<file path="src/rtl/inst_fetch_stage.sv">
// IF stage: owns the PC, drives the instruction ROM address/enable, registers the fetched word into IF/ID.
// Latency: one edge from PC on rom_addr_o to instruction on id_*; a redirect in cycle N is on rom_addr_o after edge N.
// Backpressure: if_stall_i holds the PC (a branch arriving meanwhile is parked), id_stall_i holds IF/ID.
// Build option: define IF_DELAY_SLOT_EN for MIPS delay-slot behaviour; leave it undefined to squash
// the sequential instruction that was in IF when a taken redirect is applied.
module inst_fetch_stage #(
  parameter logic [31:0] RESET_PC = 32'h0000_0000,
  parameter logic [31:0] PC_STEP  = 32'd4
) (
  input  logic        clk,
  input  logic        rst_n,
  input  logic        if_stall_i,
  input  logic        id_stall_i,
  input  logic        branch_flag_i,
  input  logic [31:0] branch_target_i,
  input  logic        flush_i,
  input  logic [31:0] flush_pc_i,
  input  logic [31:0] rom_data_i,
  output logic [31:0] rom_addr_o,
  output logic        rom_ce_o,
  output logic [31:0] id_pc_o,
  output logic [31:0] id_inst_o,
  output logic        id_valid_o
);

  typedef enum logic {
    FS_RESET = 1'b0,
    FS_RUN   = 1'b1
  } fetch_state_t;

  typedef struct packed {
    logic [31:0] pc;
    logic [31:0] inst;
    logic        valid;
  } ifid_t;

`ifdef IF_DELAY_SLOT_EN
  localparam bit SQUASH_SLOT = 1'b0;
`else
  localparam bit SQUASH_SLOT = 1'b1;
`endif

  localparam ifid_t IFID_BUBBLE = '{pc: 32'h0, inst: 32'h0, valid: 1'b0};

  fetch_state_t state_q, state_d;
  logic [31:0]  pc_q, pc_d;
  logic         pending_q, pending_d;
  logic [31:0]  ptarget_q, ptarget_d;
  ifid_t        ifid_q, ifid_d;

  logic         fetch_en;
  logic         stall_if;
  logic         redirect_taken;

  // The illegal pattern (IF/ID held but IF running) is folded into a full stall.
  assign stall_if = if_stall_i | id_stall_i;
  assign fetch_en = (state_q == FS_RUN);

  // Fetch-enable state register: leaves FS_RESET on the first clock after reset.
  always_ff @(posedge clk or negedge rst_n) begin
    if (!rst_n) begin
      state_q <= FS_RESET;
    end else begin
      state_q <= state_d;
    end
  end

  // Next fetch state: one idle cycle after reset, then fetch forever.
  always_comb begin
    state_d = state_q;
    case (state_q)
      FS_RESET: state_d = FS_RUN;
      FS_RUN:   state_d = FS_RUN;
      default:  state_d = FS_RESET;
    endcase
  end

  // Next-PC selection: flush, stall (parks a branch), live branch, parked branch, sequential.
  always_comb begin
    pc_d           = pc_q;
    pending_d      = pending_q;
    ptarget_d      = ptarget_q;
    redirect_taken = 1'b0;
    if (fetch_en) begin
      if (flush_i) begin
        pc_d      = flush_pc_i;
        pending_d = 1'b0;
      end else if (stall_if) begin
        if (branch_flag_i) begin
          pending_d = 1'b1;
          ptarget_d = branch_target_i;
        end
      end else if (branch_flag_i) begin
        pc_d           = branch_target_i;
        pending_d      = 1'b0;
        redirect_taken = 1'b1;
      end else if (pending_q) begin
        pc_d           = ptarget_q;
        pending_d      = 1'b0;
        redirect_taken = 1'b1;
      end else begin
        pc_d = pc_q + PC_STEP;
      end
    end
  end

  // PC and parked-redirect registers.
  always_ff @(posedge clk or negedge rst_n) begin
    if (!rst_n) begin
      pc_q      <= RESET_PC;
      pending_q <= 1'b0;
      ptarget_q <= 32'h0;
    end else begin
      pc_q      <= pc_d;
      pending_q <= pending_d;
      ptarget_q <= ptarget_d;
    end
  end

  // IF/ID next value: flush and IF-only stall insert bubbles, ID stall holds,
  // and without delay slots the word fetched alongside a taken redirect is dropped.
  always_comb begin
    ifid_d = ifid_q;
    if (flush_i) begin
      ifid_d = IFID_BUBBLE;
    end else if (id_stall_i) begin
      ifid_d = ifid_q;
    end else if (stall_if) begin
      ifid_d = IFID_BUBBLE;
    end else if (SQUASH_SLOT && redirect_taken) begin
      ifid_d = IFID_BUBBLE;
    end else begin
      ifid_d.pc    = pc_q;
      ifid_d.inst  = rom_data_i;
      ifid_d.valid = fetch_en;
    end
  end

  // IF/ID pipeline register.
  always_ff @(posedge clk or negedge rst_n) begin
    if (!rst_n) begin
      ifid_q <= IFID_BUBBLE;
    end else begin
      ifid_q <= ifid_d;
    end
  end

  assign rom_addr_o = pc_q;
  assign rom_ce_o   = fetch_en;
  assign id_pc_o    = ifid_q.pc;
  assign id_inst_o  = ifid_q.inst;
  assign id_valid_o = ifid_q.valid;

endmodule

</file>
<file path="config.mk">
export PLATFORM = sky130hd
export DESIGN_NAME = inst_fetch_stage
export DESIGN_NICKNAME = d
export VERILOG_FILES = /design/src/rtl/inst_fetch_stage.sv
export SDC_FILE = /design/constraint.sdc
export NUM_CORES = 1
export LEC_CHECK = 0
export ABC_CLOCK_PERIOD_IN_PS = 3280
export CAP_MARGIN = 10
export CELL_PAD_IN_SITES_DETAIL_PLACEMENT = 1
export CELL_PAD_IN_SITES_GLOBAL_PLACEMENT = 1
export CORE_ASPECT_RATIO = 1.1
export CORE_MARGIN = 2
export CORE_UTILIZATION = 39
export CTS_CLUSTER_DIAMETER = 50
export DETAILED_ROUTE_END_ITERATION = 8
export PLACE_DENSITY = 0.91
export SYNTH_ARGS = -nofsm -noshare
export SYNTH_HDL_FRONTEND = slang
export SYNTH_SLANG_ARGS = --single-unit
</file>
<file path="constraint.sdc">
create_clock -name clk -period 3.28 [get_ports clk]
set_clock_uncertainty 0.1 [all_clocks]
set_input_delay 0.656 -clock clk [delete_from_list [all_inputs] [get_ports clk]]
set_output_delay 0.656 -clock clk [all_outputs]
set_load 0.01 [all_outputs]
</file>
======== Word level (Yosys, flattened, before mapping) ========
Cells that the tools add are included.
cells by class
  muxes and demuxes ....................... 16
  bitwise gates (word level) .............. 2
  reductions and logical operators ........ 3
  add/sub/neg operators ................... 1
  equal/unequal tests ..................... 3
operators by type and width
  operator                                        count
  2-to-1 mux 65 bit                               4
  2-to-1 mux 32 bit                               4
  adder 32 x 3 -> 32 bit (second input constant)  1
  2-to-1 mux 1 bit                                8
  AND reduction 2 bit                             2
  AND reduction 4 bit                             1
  != test 3 bit (second input constant)           1
  != test 2 x 1 -> 1 bit (second input constant)  1
  != test 2 bit (second input constant)           1
  inverter 1 bit                                  1
  bitwise OR 1 bit                                1
storage, ports and cells
  output and inout bits ................... 98
  flip-flop bits (word level) ............. 131
  bits of input ports ..................... 102

======== Depth between registers and ports, before layout ========
Gate-level depths: netlist of run 1.
  word-level depth ........................ 9
  mapped depth ............................ 8
  gate-level depth less buffers ........... 6

======== Least setup slack after synthesis of run 1 ========
OpenSTA, ideal clock, no wires.
  path kind ............................... in2reg
  from .................................... input branch_flag_i
  to ...................................... register ifid_q, in the netlist id_pc_o[13]
  cell stages on the path ................. 6
  library setup time ...................... 0.066 ns
  data arrival time ....................... 2.075 ns
  required time ........................... 3.114 ns
  setup slack ............................. 1.039 ns
  cells stage by stage .................... buf_6 or2_1 buf_6 a2111oi_4 buf_6 a22o_1
on the way
  longest elaborated chain between the ends .. 8
RTL lines
  item                    line  source
  start: declaration      14    input logic branch_flag_i,
  2-to-1 mux 1 bit        93    end else if (branch_flag_i) begin
  2-to-1 mux 1 bit        88    end else if (stall_if) begin
  2-to-1 mux 1 bit        85    if (flush_i) begin
  2-to-1 mux 1 bit        84    if (fetch_en) begin
  2-to-1 mux 65 bit       130   end else if (SQUASH_SLOT && redirect_taken) begin
  2-to-1 mux 65 bit       128   end else if (stall_if) begin
  2-to-1 mux 65 bit       126   end else if (id_stall_i) begin
  2-to-1 mux 65 bit       124   if (flush_i) begin
  end signal: assignment  144   ifid_q <= ifid_d;
  end: declaration        49    ifid_t ifid_q, ifid_d;
Every way passes these cells. The select of a mux whose other input is x is not followed.
A chain may end at the register's enable or synchronous reset.

======== Worst setup path in the final report of run 1 ========
  from .................................... input branch_flag_i
  to ...................................... register pc_q[18] (netlist: rom_addr_o[18])
on the way
  longest elaborated chain between the ends .. 3
RTL lines
  item                    line  source
  2-to-1 mux 32 bit       93
  2-to-1 mux 32 bit       88
  2-to-1 mux 32 bit       85
  end signal: assignment  114   pc_q <= pc_d;
  end: declaration        46    logic [31:0] pc_q, pc_d;
Every way passes these cells. The select of a mux whose other input is x is not followed.

==> impl_metrics.prom, run 1 <==
# TYPE chip_impl_metric gauge
chip_impl_info{name="ys_dominant_reg_cell",value="sky130_fd_sc_hd__dfrtp_1"} 1
chip_impl_info{name="clock-root-buffer",value="sky130_fd_sc_hd__clkbuf_16"} 1
chip_impl_metric{name="place_area",unit="sq um"} 8490
chip_impl_metric{name="final_layout_size_suffix_gt1_frac",unit=""} 0.110
chip_impl_info{name="rsz0062_at_grt",value="no"} 1
chip_impl_metric{name="layout_worst_path_cycle_share",unit=""} 0.861
chip_impl_metric{name="fin_tns_setup",unit="ns"} 0
chip_impl_metric{name="initial_utilization",unit=""} 0.402
chip_impl_metric{name="tritoncts_num_sinks",unit=""} 131
chip_impl_metric{name="p_total",unit="mW"} 4.86
chip_impl_metric{name="place_congestion",unit=""} 0.846
chip_impl_metric{name="groute.usage.overall",unit=""} 0.272
chip_impl_info{name="synth_top_cell_by_area",value="sky130_fd_sc_hd__dfrtp_1"} 1
chip_impl_metric{name="layout.nets",unit=""} 864
chip_impl_metric{name="remaining_drc_errors",unit=""} 0
chip_impl_metric{name="fin_ws",unit="ns"} 0.456
chip_impl_info{name="final_cell_mix",value="197 x sky130_fd_sc_hd__clkdlybuf4s50_1, 131 x sky130_fd_sc_hd__dfrtp_1, 64 x sky130_fd_sc_hd__a22o_1"} 1
chip_impl_metric{name="worst_ep_arrival_time",unit="ns"} 3.03
chip_impl_metric{name="ys_async_sr_fraction",unit=""} 1.00
chip_impl_metric{name="num_antenna_cells",unit=""} 0
chip_impl_info{name="final_common_cell",value="sky130_fd_sc_hd__clkdlybuf4s50_1"} 1
chip_impl_metric{name="place.detailed.instances",unit=""} 942
chip_impl_info{name="cts_tree",value="done"} 1
chip_impl_metric{name="yosysSeqAreaShare",unit=""} 0.516
chip_impl_metric{name="hpwlAfterDp",unit="microns"} 16100
chip_impl_metric{name="syn-instance-count",unit=""} 576
chip_impl_metric{name="maxSlewViolCount",unit=""} 0
chip_impl_metric{name="antenna_found_initial",unit=""} 0
chip_impl_metric{name="grt_pass1_vias",unit=""} 6362
chip_impl_metric{name="max-clock-path-buffers",unit=""} 2
chip_impl_metric{name="grt_max_degree",unit=""} 75
chip_impl_metric{name="worst_ep_required_time",unit="ns"} 3.49
chip_impl_metric{name="boundaryPins",unit=""} 200
chip_impl_metric{name="core-area",unit="sq um"} 15800
chip_impl_info{name="cp-start-kind",value="input port"} 1
chip_impl_info{name="ys_top_cells_by_area",value="sky130_fd_sc_hd__dfrtp_1 52%, sky130_fd_sc_hd__a22o_1 8.8%, sky130_fd_sc_hd__mux2_2 5.5%, sky130_fd_sc_hd__a221oi_1 3.0%, sky130_fd_sc_hd__nor2b_1 2.2%"} 1
chip_impl_info{name="outcome",value="finished clean"} 1
chip_impl_metric{name="clkLatencyLatePin",unit="ns"} 0.43
chip_impl_metric{name="numPortBuffers",unit=""} 199
chip_impl_metric{name="totalWireLength",unit="microns"} 23500
chip_impl_metric{name="fp.dieW",unit="microns"} 126
chip_impl_metric{name="final_cells",unit=""} 972
chip_impl_metric{name="place_worst_setup_slack",unit="ns"} 0.168
chip_impl_metric{name="detailedRoute.firstPassIterationCount",unit=""} 5
chip_impl_metric{name="slew_of_the_pin_with_the_lowest_slew_margin",unit="ns"} 1.27
chip_impl_metric{name="clkSlewWorstSetupHoldPaths",unit="ns"} 0.05
chip_impl_metric{name="post_synth_num_cell_types",unit=""} 56
chip_impl_metric{name="detail_route.vias_per_cell",unit=""} 6.21
chip_impl_metric{name="synthesis.area",unit="sq um"} 6350
chip_impl_metric{name="cellLeakagePower",unit="nW"} 3.69
chip_impl_info{name="critical_path_endpoint_category",value="register"} 1
chip_impl_metric{name="ctsHtreeMaxLevel",unit=""} 4
chip_impl_info{name="class_of_the_tightest_hold_or_removal_check",value="input port to async pin"} 1
chip_impl_metric{name="drtAntennaViolNets",unit=""} 0
chip_impl_metric{name="fin_area",unit="sq um"} 9040
chip_impl_metric{name="final_util",unit=""} 0.573
chip_impl_metric{name="final_period_demand_of_the_worst_path",unit="ns"} 2.82
chip_impl_metric{name="cts_hold_buffers",unit=""} 0
chip_impl_metric{name="synth_top_area_frac",unit=""} 0.516
chip_impl_metric{name="hold_viol_final",unit=""} 0
chip_impl_metric{name="ff2ff_setup_slack",unit="ns"} 0.65
chip_impl_metric{name="detailroute.via_count",unit=""} 6032
chip_impl_metric{name="drt_first_iter_violations",unit=""} 495
chip_impl_metric{name="tritoncts_buffer_count",unit=""} 17
chip_impl_metric{name="fin_worst_hold_slack",unit="ns"} 0.155
chip_impl_metric{name="maxCapViolations",unit=""} 0
chip_impl_metric{name="setup_viol",unit=""} 0
chip_impl_metric{name="average_cell_area_after_synthesis",unit="sq um"} 11.0
chip_impl_info{name="worst-setup-path-type",value="input port to register"} 1
chip_impl_metric{name="syn_nets",unit=""} 679
chip_impl_metric{name="die_height",unit="microns"} 138
chip_impl_metric{name="fp-row-count",unit=""} 48
chip_impl_metric{name="cts-resized-gates",unit=""} 0
chip_impl_metric{name="area_delta_synth_final",unit="%"} 42.5
chip_impl_metric{name="synth_edf_count",unit=""} 0
chip_impl_metric{name="worst_ir_drop_vdd",unit="uV"} 411
chip_impl_metric{name="syn_warnings",unit=""} 0
chip_impl_metric{name="die-area",unit="sq um"} 17300
chip_impl_metric{name="max_freq",unit="MHz"} 354
chip_impl_metric{name="grt_overflow",unit=""} 0
chip_impl_metric{name="wire_length_of_the_first_global_routing_pass",unit="microns"} 36500
chip_impl_metric{name="total_of_flip_flops_plus_latches_after_synthesis",unit=""} 131
chip_impl_metric{name="avgRoutedWirePerCell",unit="microns"} 24.2
chip_impl_metric{name="slew_headroom",unit=""} 0.147
chip_impl_metric{name="critPathMaxFanout",unit=""} 26
chip_impl_metric{name="post_cts_setup_repair_buffer_count",unit=""} 0
chip_impl_metric{name="p_per_area",unit="nW/um^2"} 538
power breakdown:
group | internal [mW] | switching (mW) | total [mW]
sequential | 1.81 | 0.262 | 2.07
clock | 1.14 | 0.679 | 1.82
combinational | 0.517 | 0.451 | 0.968
total | 3.47 | 1.39 | 4.86
flip-flops by register name, indices dropped and copies added (netlist names):
name / cells
pending_q: 1
rom_ce_o: 1
id_inst_o: 32
id_pc_o: 32
ptarget_q: 32
rom_addr_o: 32
id_valid_o: 1
cell type report:
class	count	area [sq um]
Sequential cell	131	3280
Inverter	5	18.8
Fill cell	1662	6750
Clock buffer	24	472
Clock inverter	6	80.1
Timing Repair Buffer	215	2130
Multi-Input combinational cell	391	2810
Tap cell	200	250
critical path: stages:
cell                              delay [ns]
sky130_fd_sc_hd__clkdlybuf4s50_1        0.63
sky130_fd_sc_hd__nor2b_2                1.07
sky130_fd_sc_hd__a221o_1                0.30
sky130_fd_sc_hd__a31oi_1                0.05
sky130_fd_sc_hd__o31ai_1                0.30
synthesized netlist by cell type (11+ instances only):
library cell,n
sky130_fd_sc_hd__dfrtp_1,131
sky130_fd_sc_hd__a22o_1,64
sky130_fd_sc_hd__clkbuf_1,31
sky130_fd_sc_hd__mux2_2,31
sky130_fd_sc_hd__nand2_1,29
sky130_fd_sc_hd__nor2_1,27
sky130_fd_sc_hd__o21ai_0,23
sky130_fd_sc_hd__a221oi_1,22
sky130_fd_sc_hd__nor2b_1,22
sky130_fd_sc_hd__a21oi_1,19
sky130_fd_sc_hd__nand3_1,16
sky130_fd_sc_hd__nor3_1,16
sky130_fd_sc_hd__o31ai_1,14
sky130_fd_sc_hd__nand2b_1,11
layer usage:
layer  track usage  share of wire  up-vias
li1              -              -     2595
met1         0.346           0.41     3091
met2         0.456           0.49      292
met3        0.0571          0.069       54
met4         0.109          0.026        0
met5             0              0        -
path summary, 6_finish.rpt:
kind | depth (start not counted) | from | end
worst max register to register | 4 | pending_q | rom_addr_o[18]
worst max-delay path | 5 | branch_flag_i | rom_addr_o[18]
max in group asynchronous | 2 | rst_n | ptarget_q[15]
min in group clk | 1 | id_pc_o[30] | id_pc_o[30]
worst min register to register | 1 | id_pc_o[30] | id_pc_o[30]
worst min-delay path | 1 | rst_n | id_inst_o[9]
kinds of logic (layout without fill, tap and decap cells):
group	Yosys count	after routing	synth area share
AOI/OAI and AO/OA	193	193	0.240
and+or+nand+nor	160	160	0.135
DFF	131	131	0.516
buffers and inverters	54	250	0.0426
muxes	35	35	0.0613
adders and majority gates	1	1	0.00197
other	1	1	0.000591
xor gates and xnor gates	1	1	0.00138
Note: power is estimated with default switching activity, not from simulation.
==> inputs of run 2 (changes only) <==
--- a/config.mk
+++ b/config.mk
@@ -12,7 +12,7 @@
 export CORE_ASPECT_RATIO = 1.1
 export CORE_MARGIN = 2
 export CORE_UTILIZATION = 39
-export CTS_CLUSTER_DIAMETER = 50
+export CTS_CLUSTER_DIAMETER = 120
 export DETAILED_ROUTE_END_ITERATION = 8
 export PLACE_DENSITY = 0.91
 export SYNTH_ARGS = -nofsm -noshare
==> results of run 2 <==
Final layout, timing and power as in run 1 (identical DEF).
